`src/rtl/hazard_controller.sv`:
```
// Pipeline hazard control: load-use bubbles, taken-branch flushes, RAW stalls or forwarding.
// Define HAZARD_FORWARD_EN to build operand forwarding; otherwise RAW hazards are resolved by stalling.
module hazard_controller (
    input  logic        clock,
    input  logic        reset_n,
    input  logic [4:0]  idRs,
    input  logic [4:0]  idRt,
    input  logic        idUsesRt,
    input  logic [4:0]  exRs,
    input  logic [4:0]  exRt,
    input  logic [4:0]  exDestReg,
    input  logic        exMemRead,
    input  logic        exRegWrite,
    input  logic [4:0]  memDestReg,
    input  logic        memRegWrite,
    input  logic [4:0]  wbDestReg,
    input  logic        wbRegWrite,
    input  logic        memBranchTaken,
    output logic        pcWrite,
    output logic        ifIdWrite,
    output logic        ifIdFlush,
    output logic        idExBubble,
    output logic        exMemFlush,
    output logic [1:0]  forwardA,
    output logic [1:0]  forwardB,
    output logic [15:0] stallCycles,
    output logic [15:0] flushCount
);

    typedef enum logic [0:0] {StRun, StStall} state_e;

    state_e      state_q, state_d;
    logic [1:0]  stall_left_q, stall_left_d;
    logic [15:0] stall_cycles_q, stall_cycles_d;
    logic [15:0] flush_count_q, flush_count_d;

    logic        load_use;
    logic        raw_ex;
    logic        raw_mem;
    logic [1:0]  fwd_a;
    logic [1:0]  fwd_b;
    logic        pc_write;
    logic        if_id_write;
    logic        if_id_flush;
    logic        id_ex_bubble;
    logic        ex_mem_flush;

    // Register 0 is hardwired to zero, so it never creates a dependency.
    assign load_use = exMemRead && (exRt != 5'd0) &&
                      ((exRt == idRs) || (idUsesRt && (exRt == idRt)));

`ifdef HAZARD_FORWARD_EN
    logic unused_stall_inputs;
    assign unused_stall_inputs = ^{exDestReg, exRegWrite};

    assign raw_ex  = 1'b0;
    assign raw_mem = 1'b0;

    // EX/MEM holds the younger result, so it wins over MEM/WB.
    always_comb begin
        fwd_a = 2'b00;
        fwd_b = 2'b00;
        if (memRegWrite && (memDestReg != 5'd0) && (memDestReg == exRs)) begin
            fwd_a = 2'b10;
        end else if (wbRegWrite && (wbDestReg != 5'd0) && (wbDestReg == exRs)) begin
            fwd_a = 2'b01;
        end
        if (memRegWrite && (memDestReg != 5'd0) && (memDestReg == exRt)) begin
            fwd_b = 2'b10;
        end else if (wbRegWrite && (wbDestReg != 5'd0) && (wbDestReg == exRt)) begin
            fwd_b = 2'b01;
        end
    end
`else
    logic unused_fwd_inputs;
    assign unused_fwd_inputs = ^{exRs, wbDestReg, wbRegWrite};

    assign fwd_a = 2'b00;
    assign fwd_b = 2'b00;

    // WB writers are absorbed by the write-first regfile and never stall.
    assign raw_ex  = exRegWrite && (exDestReg != 5'd0) &&
                     ((exDestReg == idRs) || (idUsesRt && (exDestReg == idRt)));
    assign raw_mem = memRegWrite && (memDestReg != 5'd0) &&
                     ((memDestReg == idRs) || (idUsesRt && (memDestReg == idRt)));
`endif

    always_comb begin
        state_d      = state_q;
        stall_left_d = stall_left_q;
        pc_write     = 1'b1;
        if_id_write  = 1'b1;
        if_id_flush  = 1'b0;
        id_ex_bubble = 1'b0;
        ex_mem_flush = 1'b0;

        if (memBranchTaken) begin
            // A taken branch squashes the stalled instruction, so any stall is moot.
            if_id_flush  = 1'b1;
            id_ex_bubble = 1'b1;
            ex_mem_flush = 1'b1;
            state_d      = StRun;
            stall_left_d = 2'd0;
        end else begin
            case (state_q)
                StRun: begin
                    if (raw_ex || raw_mem || load_use) begin
                        pc_write     = 1'b0;
                        if_id_write  = 1'b0;
                        id_ex_bubble = 1'b1;
                        if (raw_ex) begin
                            state_d      = StStall;
                            stall_left_d = 2'd2;
                        end else if (raw_mem) begin
                            state_d      = StStall;
                            stall_left_d = 2'd1;
                        end
                    end
                end
                StStall: begin
                    pc_write     = 1'b0;
                    if_id_write  = 1'b0;
                    id_ex_bubble = 1'b1;
                    if (stall_left_q <= 2'd1) begin
                        state_d      = StRun;
                        stall_left_d = 2'd0;
                    end else begin
                        stall_left_d = stall_left_q - 2'd1;
                    end
                end
                default: begin
                    state_d      = StRun;
                    stall_left_d = 2'd0;
                end
            endcase
        end
    end

    // Outputs fall back to free-running fetch while reset is held.
    assign pcWrite    = pc_write | ~reset_n;
    assign ifIdWrite  = if_id_write | ~reset_n;
    assign ifIdFlush  = if_id_flush & reset_n;
    assign idExBubble = id_ex_bubble & reset_n;
    assign exMemFlush = ex_mem_flush & reset_n;
    assign forwardA   = reset_n ? fwd_a : 2'b00;
    assign forwardB   = reset_n ? fwd_b : 2'b00;

    always_comb begin
        stall_cycles_d = stall_cycles_q;
        flush_count_d  = flush_count_q;
        if (!pcWrite && (stall_cycles_q != 16'hFFFF)) begin
            stall_cycles_d = stall_cycles_q + 16'd1;
        end
        if (memBranchTaken && (flush_count_q != 16'hFFFF)) begin
            flush_count_d = flush_count_q + 16'd1;
        end
    end

    assign stallCycles = stall_cycles_q;
    assign flushCount  = flush_count_q;

    always_ff @(posedge clock or negedge reset_n) begin
        if (!reset_n) begin
            state_q        <= StRun;
            stall_left_q   <= 2'd0;
            stall_cycles_q <= 16'd0;
            flush_count_q  <= 16'd0;
        end else begin
            state_q        <= state_d;
            stall_left_q   <= stall_left_d;
            stall_cycles_q <= stall_cycles_d;
            flush_count_q  <= flush_count_d;
        end
    end

endmodule
```
`config.mk`:
```
export PLATFORM = sky130hd
export DESIGN_NAME = hazard_controller
export DESIGN_NICKNAME = d
export VERILOG_FILES = /design/src/rtl/hazard_controller.sv
export SDC_FILE = /design/constraint.sdc
export NUM_CORES = 1
export LEC_CHECK = 0
export ABC_AREA = 1
export CAP_MARGIN = 30
export CORE_ASPECT_RATIO = 1.4
export CORE_MARGIN = 4
export CORE_UTILIZATION = 50
export CTS_CLUSTER_DIAMETER = 80
export DETAILED_ROUTE_END_ITERATION = 10
export PLACE_DENSITY = 0.88
export SLEW_MARGIN = 20
export SYNTH_ARGS = -nofsm -noshare
export SYNTH_HDL_FRONTEND = slang
export SYNTH_SLANG_ARGS = --single-unit
```
`constraint.sdc`:
```
create_clock -name clock -period 4.6 [get_ports clock]
set_input_delay 0.92 -clock clock [delete_from_list [all_inputs] [get_ports clock]]
set_output_delay 0.92 -clock clock [all_outputs]
set_load 0.01 [all_outputs]
```
==> impl_metrics.toml, run 1 <==
[run_status]
status = "finished clean"

[route]
viasPerCell = 5.20
drt_iter0_drc = 260
drt_wl_total_mm = 6.63
first_pass_iters = 4
ant_nets = 0
drc = 0
num_vias = 2713
post_drt_wl_per_cell_um = 12.7

[job]
cap_violations = 0

[grt]
gr-usage-met3_pct = 3.85
grt.overflow.total = 0
grt-busiest-layer = "met2"
met1_usage_pct = 27.0
gr-usage-met2_pct = 40.1
grt_first_pass_wirelength_mm = 11.4
grt_pass1_vias = 2677
gr-usage-all-layers_pct = 22.6
antenna_found_initial = 0
grt_max_degree = 37

[clock_tree]
clkTransAtPathRegs_ps = 70
h-tree-depth = 2
numCtsBuffers = 5
clk_latency_ps = 290
cts-root-buf = "clkbuf_8"
cts_tree = "built"
clk_path_buf_depth = 2
ctsHoldBuffers = 0
cts.sinks = 35
cts-resized-gates = 0
post_cts.repair.setup_buffers = 0

[final_layout]
n_antenna_cell = 0
final_util_pct = 69.5
syn_to_final_growth_pct = 32.1
fin_area_um2 = 3420
fin_nets = 502
final_common_cell = "nand2_1"
drive_above_1_share_pct = 5.90
final_cell_mix = "nand2_1, clkdlybuf4s50_1, inv_1"

[place]
hpwlAfterDp_mm = 5.09
port_buffers = 68
place_area_um2 = 3280
place.gp.congestion = 0.860

[synthesis]
yosys_warnings = 0
netlist_area_um2 = 2580
syn_inst = 388
ys_seq_elements = 35
yosysUniqueCellTypes = 32
avgSynthCellArea_um2 = 6.66
ys_seq_area_share_pct = 33.9

[worst_hold_path]
hp-class = "reg -> reg"
holdPathStages = 1

[timing]
fin_worst_skew_ps = 7.47
fin_crit_sh_pct = 85.8
worstMarginPinSlew_ps = 548
finalSetupViolations = 0
fmax_mhz = 253
timing.hold.ws_ps = 509
tns_ps = 0
rsz0062_at_grt = "false"
fin_crit_ps = 3950
drv_slew = 0
relSlewSlack_pct = 63.4
report.final.hold_viol_count = 0

[worst_setup_path]
path_depth = 13
critPathMaxFanout = 25
crit_path_start_kind = "input pin"
crit_family = "buffers and inverters"
crit_buf_inv = 4
cp_slowest_cell = "clkdlybuf4s50_1"
reg2reg_slack_ps = 2380
crit_type = "in -> out"
crit_chain = "clkdlybuf4s50_1 > inv_1 > nand2_1 > nand2_1 > nor2_1 > nand3_1 > nand2_1 > nand2_1 > nand2_2 > inv_2 > nand2_4 > nand2_1 > clkdlybuf4s50_1"
timing.critical_path.mode_cell = "nand2_1"
crit_path_end_kind = "output pin"
reg2regPathDepth = 10
crit_required_ps = 3680
slowest_delay_ps = 530
critPathArrivalTime_ps = 3030

[floorplanning]
die_w_um = 68.8
start_util_pct = 52.6
ios = 84
coreArea_um2 = 4920
row_count = 30
die_area_um2 = 6400
die_height_um = 93.1

[pwr]
powerDensity_nw_per_um2 = 307
finalPower_mw = 1.05
p_leak_nw = 1.70
vdd_drop_max_mv = 0.183
## metal layers
layer	up-vias	part of all wire (%)
li1	1357	-
met5	-	0
met2	98	53
met4	0	1.6
met3	12	5.5
met1	1246	39
## worst paths after layout
kind,startpoint,end
min in group asynchronous,reset_n,stallCycles[12]
setup / recovery,idRs[0],pcWrite
max in group asynchronous,reset_n,stallCycles[7]
setup reg to reg,stallCycles[0],stallCycles[11]
hold / removal,flushCount[14],flushCount[14]
hold reg to reg,flushCount[14],flushCount[14]
## layout make-up
type / count / area [um2]
repair buffers: 70 / 696
multi-input cells: 291 / 1430
fillers: 395 / 1500
flip-flops and latches: 35 / 876
clock inverters: 2 / 60.1
well taps: 64 / 80.1
clock buffers: 6 / 72.6
inverters: 54 / 203
## power by group
part | switching (mW) | total [mW] | internal (mW) | leakage (nW)
registers | 0.0615 | 0.414 | 0.352 | 0.459
clock network | 0.112 | 0.329 | 0.217 | 0.0654
logic | 0.150 | 0.307 | 0.157 | 1.18
## stage by stage
stage / worst slack (ps) / cells
6_report: 652 / 522
2_1_floorplan: 1740 / 391
3_5_place_dp: 655 / 514
4_1_cts: 660 / 522
3_3_place_gp: 750 / 514
5_1_grt: 462 / 522
## registers in the layout (all words and copies together) (netlist names)
signal and cells:
stall_left_q 2, flushCount 16, stallCycles 16, state_q 1
## cells by family (layout without fill, tap and decap cells)
group	after synthesis	in the layout	share of synthesized area [%]
buffers and inverters	65	132	11.3
AND/OR/NAND/NOR	244	244	41.7
flip-flops	35	35	33.9
XOR/XNOR	25	25	8.47
adder cells (fa/ha/maj)	2	2	0.968
other	1	4	0.145
AO/OA/AOI/OAI	15	15	3.10
multiplexers	1	1	0.436
## cells in the mapped netlist
library cell	instances	area [um2]
mux2_2	1	11.3
nor3b_2	1	12.5
nand2_2	3	18.8
nand3_1	28	140
nand4_1	23	144
nand3_4	1	17.5
nand3_2	1	10.0
clkbuf_4	1	7.51
inv_2	6	22.5
dfrtp_1	35	876
o21ai_0	10	50.1
nor3_1	3	15.0
nand2_1	139	522
a31oi_1	1	6.26
nor4_1	3	18.8
nor3b_1	1	7.51
ha_1	2	25.0
inv_1	48	180
buf_8	1	15.0
buf_4	6	45.0
o21ai_1	1	5.00
a21oi_2	1	8.76
nor2_2	2	12.5
xor2_1	17	149
nor2_1	37	139
buf_6	1	11.3
xnor2_1	8	70.1
conb_1	1	3.75
nand2_4	1	11.3
buf_2	2	10.0
nor3_2	1	10.0
a21oi_1	2	10.0
(Power assumes the default switching activity.)
==> run 2: changes to the inputs <==
- CORE_MARGIN: 4 -> 2
==> impl_metrics.toml, run 2 (same netlist as run 1, synthesis figures left out) <==
[worst_setup_path]
critPathMaxFanout = 25
reg2reg_slack_ps = 2410
critPathArrivalTime_ps = 2980
crit_type = "in -> out"
crit_required_ps = 3680
crit_path_start_kind = "input pin"
crit_path_end_kind = "output pin"

[grt]
gr-usage-all-layers_pct = 23.1
grt_pass1_vias = 2604
grt_max_degree = 37
grt.overflow.total = 0
grt_first_pass_wirelength_mm = 10.6
antenna_found_initial = 0

[floorplanning]
die_area_um2 = 5770
die_w_um = 64.8
row_count = 31
coreArea_um2 = 5080
die_height_um = 89.1
start_util_pct = 50.9
ios = 84

[timing]
drv_slew = 0
fin_crit_sh_pct = 84.8
rsz0062_at_grt = "false"
tns_ps = 0
fmax_mhz = 256
fin_crit_ps = 3900
fin_worst_skew_ps = 9.83
finalSetupViolations = 0
relSlewSlack_pct = 63.6
report.final.hold_viol_count = 0
setup_ws_ps = 698
worstMarginPinSlew_ps = 544

[clock_tree]
clk_latency_ps = 290
cts-root-buf = "clkbuf_8"
numCtsBuffers = 5
clk_path_buf_depth = 2
post_cts.repair.setup_buffers = 0
h-tree-depth = 2
clkTransAtPathRegs_ps = 70
cts-resized-gates = 0
ctsHoldBuffers = 0
cts.sinks = 35
cts_tree = "built"

[final_layout]
drive_above_1_share_pct = 5.90
n_antenna_cell = 0
fin_nets = 502
syn_to_final_growth_pct = 30.4
final_util_pct = 66.3
final_common_cell = "nand2_1"
fillers = 466
final_cell_mix = "nand2_1, clkdlybuf4s50_1, inv_1"

[place]
pre_cts_slack_ps = 699
port_buffers = 68
place.gp.congestion = 0.858
hpwlAfterDp_mm = 5.03

[route]
first_pass_iters = 5
post_drt_wl_per_cell_um = 12.1
viasPerCell = 5.11
num_vias = 2680
drt_wl_total_mm = 6.35
drc = 0
ant_nets = 0
drt_iter0_drc = 220
wl_met1_mm = 2.53
met3WireLength_um = 276
highest_layer = "met4"
routed-wl-met2_mm = 3.42

[worst_hold_path]
hp-class = "reg -> reg"

[pwr]
clockPowerShare_pct = 23.3
power_frac_comb_pct = 32.2
powerDensity_nw_per_um2 = 276
internal_power_uw = 615
p_sw_share_pct = 33.8
vdd_drop_max_mv = 0.300
p_seq_share_pct = 44.4
p_switching_uw = 314
p_leak_nw = 1.68

[job]
cap_violations = 0

[run_status]
status = "finished clean"
[run 2: cell types whose count changed in the layout (fill, tap and decap cells not counted), sizes merged]
cell and delta:
clkinvlp +1, bufinv -2, clkinv +1
[run 2: final timing paths]
check                                    start         endpoint  depth (start not counted)
worst max-delay path                   idRt[1]          pcWrite                         13
worst min-delay path            flushCount[14]   flushCount[14]                          1
worst max register to register  stallCycles[0]  stallCycles[11]                         10
worst min register to register  flushCount[14]   flushCount[14]                          1
max in group asynchronous              reset_n   flushCount[15]                          2
min in group asynchronous              reset_n   stallCycles[8]                          2
[run 2: power by group through the flow]
stage                     Sequential [mW]  Clock [mW]  Combinational [mW]
after CTS                           0.412       0.221               0.302
after global placement              0.415           0               0.295
after detailed placement            0.418           0               0.299
final                               0.413       0.217               0.299
after floorplan                     0.426           0               0.137
after global routing                0.420       0.234               0.333
[run 2: per-layer routing]
layer	up-vias	track usage [%]
li1	1353	-
met1	1232	24.0
met2	83	45.9
met3	12	3.65
met4	0	8.51
met5	-	0
[run 2: critical path: stages]
cell	delay, ps
clkdlybuf4s50_1	540
inv_1	100
nand2_1	70
nand2_1	50
nor2_1	100
nand3_1	80
nand2_1	100
nand2_2	70
nand2_2	80
inv_2	60
nand2_4	220
nand2_1	110
clkdlybuf4s50_1	490
[run 2: stage by stage]
stage	hold slack (ps)	total power [mW]	area [um2]	instances
after floorplan	519	0.563	2600	391
after global placement	496	0.710	3290	516
after detailed placement	505	0.717	3290	516
after CTS	516	0.935	3370	524
after global routing	525	0.988	3370	524
final	514	0.929	3370	524
[run 2: layout make-up]
type                    count  area [um2]  area share (%)
inverters                  54         203            6.01
clock buffers               6        72.6            2.15
well taps                  66        82.6            2.45
flip-flops and latches     35         876            26.0
clock inverters             2        12.5           0.371
repair buffers             70         696            20.6
multi-input cells         291        1430            42.4
==> run 3: changes to the inputs <==
- CORE_UTILIZATION: 50 -> 47
- PLACE_DENSITY: 0.88 -> 0.83
- clock period: 4.6 -> 3.9 ns (I/O delays scaled with it)
==> impl_metrics.toml, run 3 (same netlist as run 1, synthesis figures left out) <==
[run_status]
status = "finished clean"

[pwr]
power_frac_comb_pct = 32.4
internal_power_uw = 727
p_seq_share_pct = 44.4
p_leak_nw = 1.68
p_switching_uw = 377
finalPower_mw = 1.10
p_sw_share_pct = 34.1
clockPowerShare_pct = 23.3
vdd_drop_max_mv = 0.167
powerDensity_nw_per_um2 = 327

[worst_hold_path]
hp-start = "flushCount[14]"
min_to = "flushCount[14]"
holdPathStages = 1
hp-class = "reg -> reg"

[route]
drt_iter0_drc = 154
first_pass_iters = 5
viasPerCell = 5.15
highest_layer = "met4"
num_vias = 2703
drc = 0
drt_wl_total_mm = 6.38
routed-wl-met2_mm = 3.39
ant_nets = 0
post_drt_wl_per_cell_um = 12.2
met3WireLength_um = 331
wl_met1_mm = 2.54

[clock_tree]
cts_tree = "built"
cts-resized-gates = 0
cts.sinks = 35
h-tree-depth = 2
numCtsBuffers = 5
ctsHoldBuffers = 0
clk_latency_ps = 280
clk_path_buf_depth = 2
cts-root-buf = "clkbuf_8"
clkTransAtPathRegs_ps = 70
post_cts.repair.setup_buffers = 0

[final_layout]
final_util_pct = 64.5
fillers = 485
final_common_cell = "nand2_1"
multi_input_comb_area_um2 = 1430
final_cell_mix = "nand2_1, clkdlybuf4s50_1, inv_1"
register_area_um2 = 876
fin_nets = 503
n_antenna_cell = 0
drive_above_1_share_pct = 6.10
syn_to_final_growth_pct = 30.7

[floorplanning]
die_area_um2 = 6120
die_w_um = 66.7
row_count = 31
start_util_pct = 49.4
die_height_um = 91.8
ios = 84
coreArea_um2 = 5240

[timing]
relSlewSlack_pct = 64.9
fin_crit_ps = 3470
fin_worst_skew_ps = 6.83
report.final.hold_viol_count = 0
finalSetupViolations = 0
fmax_mhz = 288
tns_ps = 0
drv_slew = 0
fin_crit_sh_pct = 89.1
rsz0062_at_grt = "false"
worstMarginPinSlew_ps = 524

[worst_setup_path]
critPathMaxFanout = 4
slowest_delay_ps = 560
worstReg2RegEnd = "stallCycles[11]"
crit_path_start_kind = "input pin"
cp_slowest_cell = "clkdlybuf4s50_1"
crit_type = "in -> out"
critPathArrivalTime_ps = 2690
crit_chain = "clkdlybuf4s50_1 > inv_1 > nand2_1 > nand2_1 > nor2_1 > nand3_1 > nand2_1 > nand2_1 > nand2_2 > inv_2 > a31oi_1 > clkdlybuf4s50_1"
r2r_start = "stallCycles[0]"
reg2reg_slack_ps = 1720
crit_required_ps = 3120
timing.critical_path.mode_cell = "nand2_1"
reg2regPathDepth = 11
crit_path_end_kind = "output pin"

[place]
port_buffers = 68
place.gp.congestion = 0.854
hpwlAfterDp_mm = 4.99

[grt]
grt.overflow.total = 0
grt_max_degree = 33
grt_pass1_vias = 2585
gr-usage-all-layers_pct = 22.4
grt_first_pass_wirelength_mm = 10.9
antenna_found_initial = 0

[job]
cap_violations = 0
run 3: cell count changes in the layout (fill, tap and decap cells not counted), sizes merged:
cell | before | now
buf | 2 | 3
run 3: worst max path at each step:
stage,slack (ps),startpoint,end,cells past startpoint
6_report,430,idRs[0],idExBubble,12
5_1_grt,220,idRs[1],idExBubble,12
4_1_cts,380,exDestReg[4],idExBubble,12
3_5_place_dp,350,exDestReg[4],idExBubble,12
3_3_place_gp,370,exDestReg[4],idExBubble,12
2_1_floorplan,1320,exRt[0],pcWrite,9
run 3: power groups by stage:
stage | sequential, mW | clock [mW] | combinational [mW]
detailed placement | 0.495 | 0 | 0.361
finish | 0.490 | 0.257 | 0.358
CTS | 0.489 | 0.262 | 0.362
global route | 0.502 | 0.279 | 0.395
floorplan | 0.503 | 0 | 0.161
global placement | 0.492 | 0 | 0.349
run 3: metrics by stage:
stage	instance area (um2)	hold slack, ps	std cells	setup WS (ps)
6_report	3380	499	525	425
5_1_grt	3380	531	525	218
4_1_cts	3380	505	525	382
3_5_place_dp	3290	488	517	346
3_3_place_gp	3290	493	517	372
2_1_floorplan	2600	484	391	1320
run 3: per-layer routing:
| layer | track usage, % | up-vias |
|---|---|---|
| met3 | 4.42 | 12 |
| li1 | - | 1351 |
| met1 | 25.6 | 1259 |
| met4 | 7.82 | 0 |
| met5 | 0 | - |
| met2 | 40.3 | 81 |
run 3: layout make-up:
cell class	instances	area share [%]
multi-input cells	291	42.3
flip-flops and latches	35	25.9
repair buffers	71	20.8
inverters	54	6.00
well taps	66	2.44
clock buffers	6	2.15
clock inverters	2	0.370
run 3: worst max-delay path, delay by kind of cell:
family	cells	cell delay, ps
and+or+nand+nor	7	520
AOI/OAI and AO/OA	1	140
buffers and inverters	4	1240
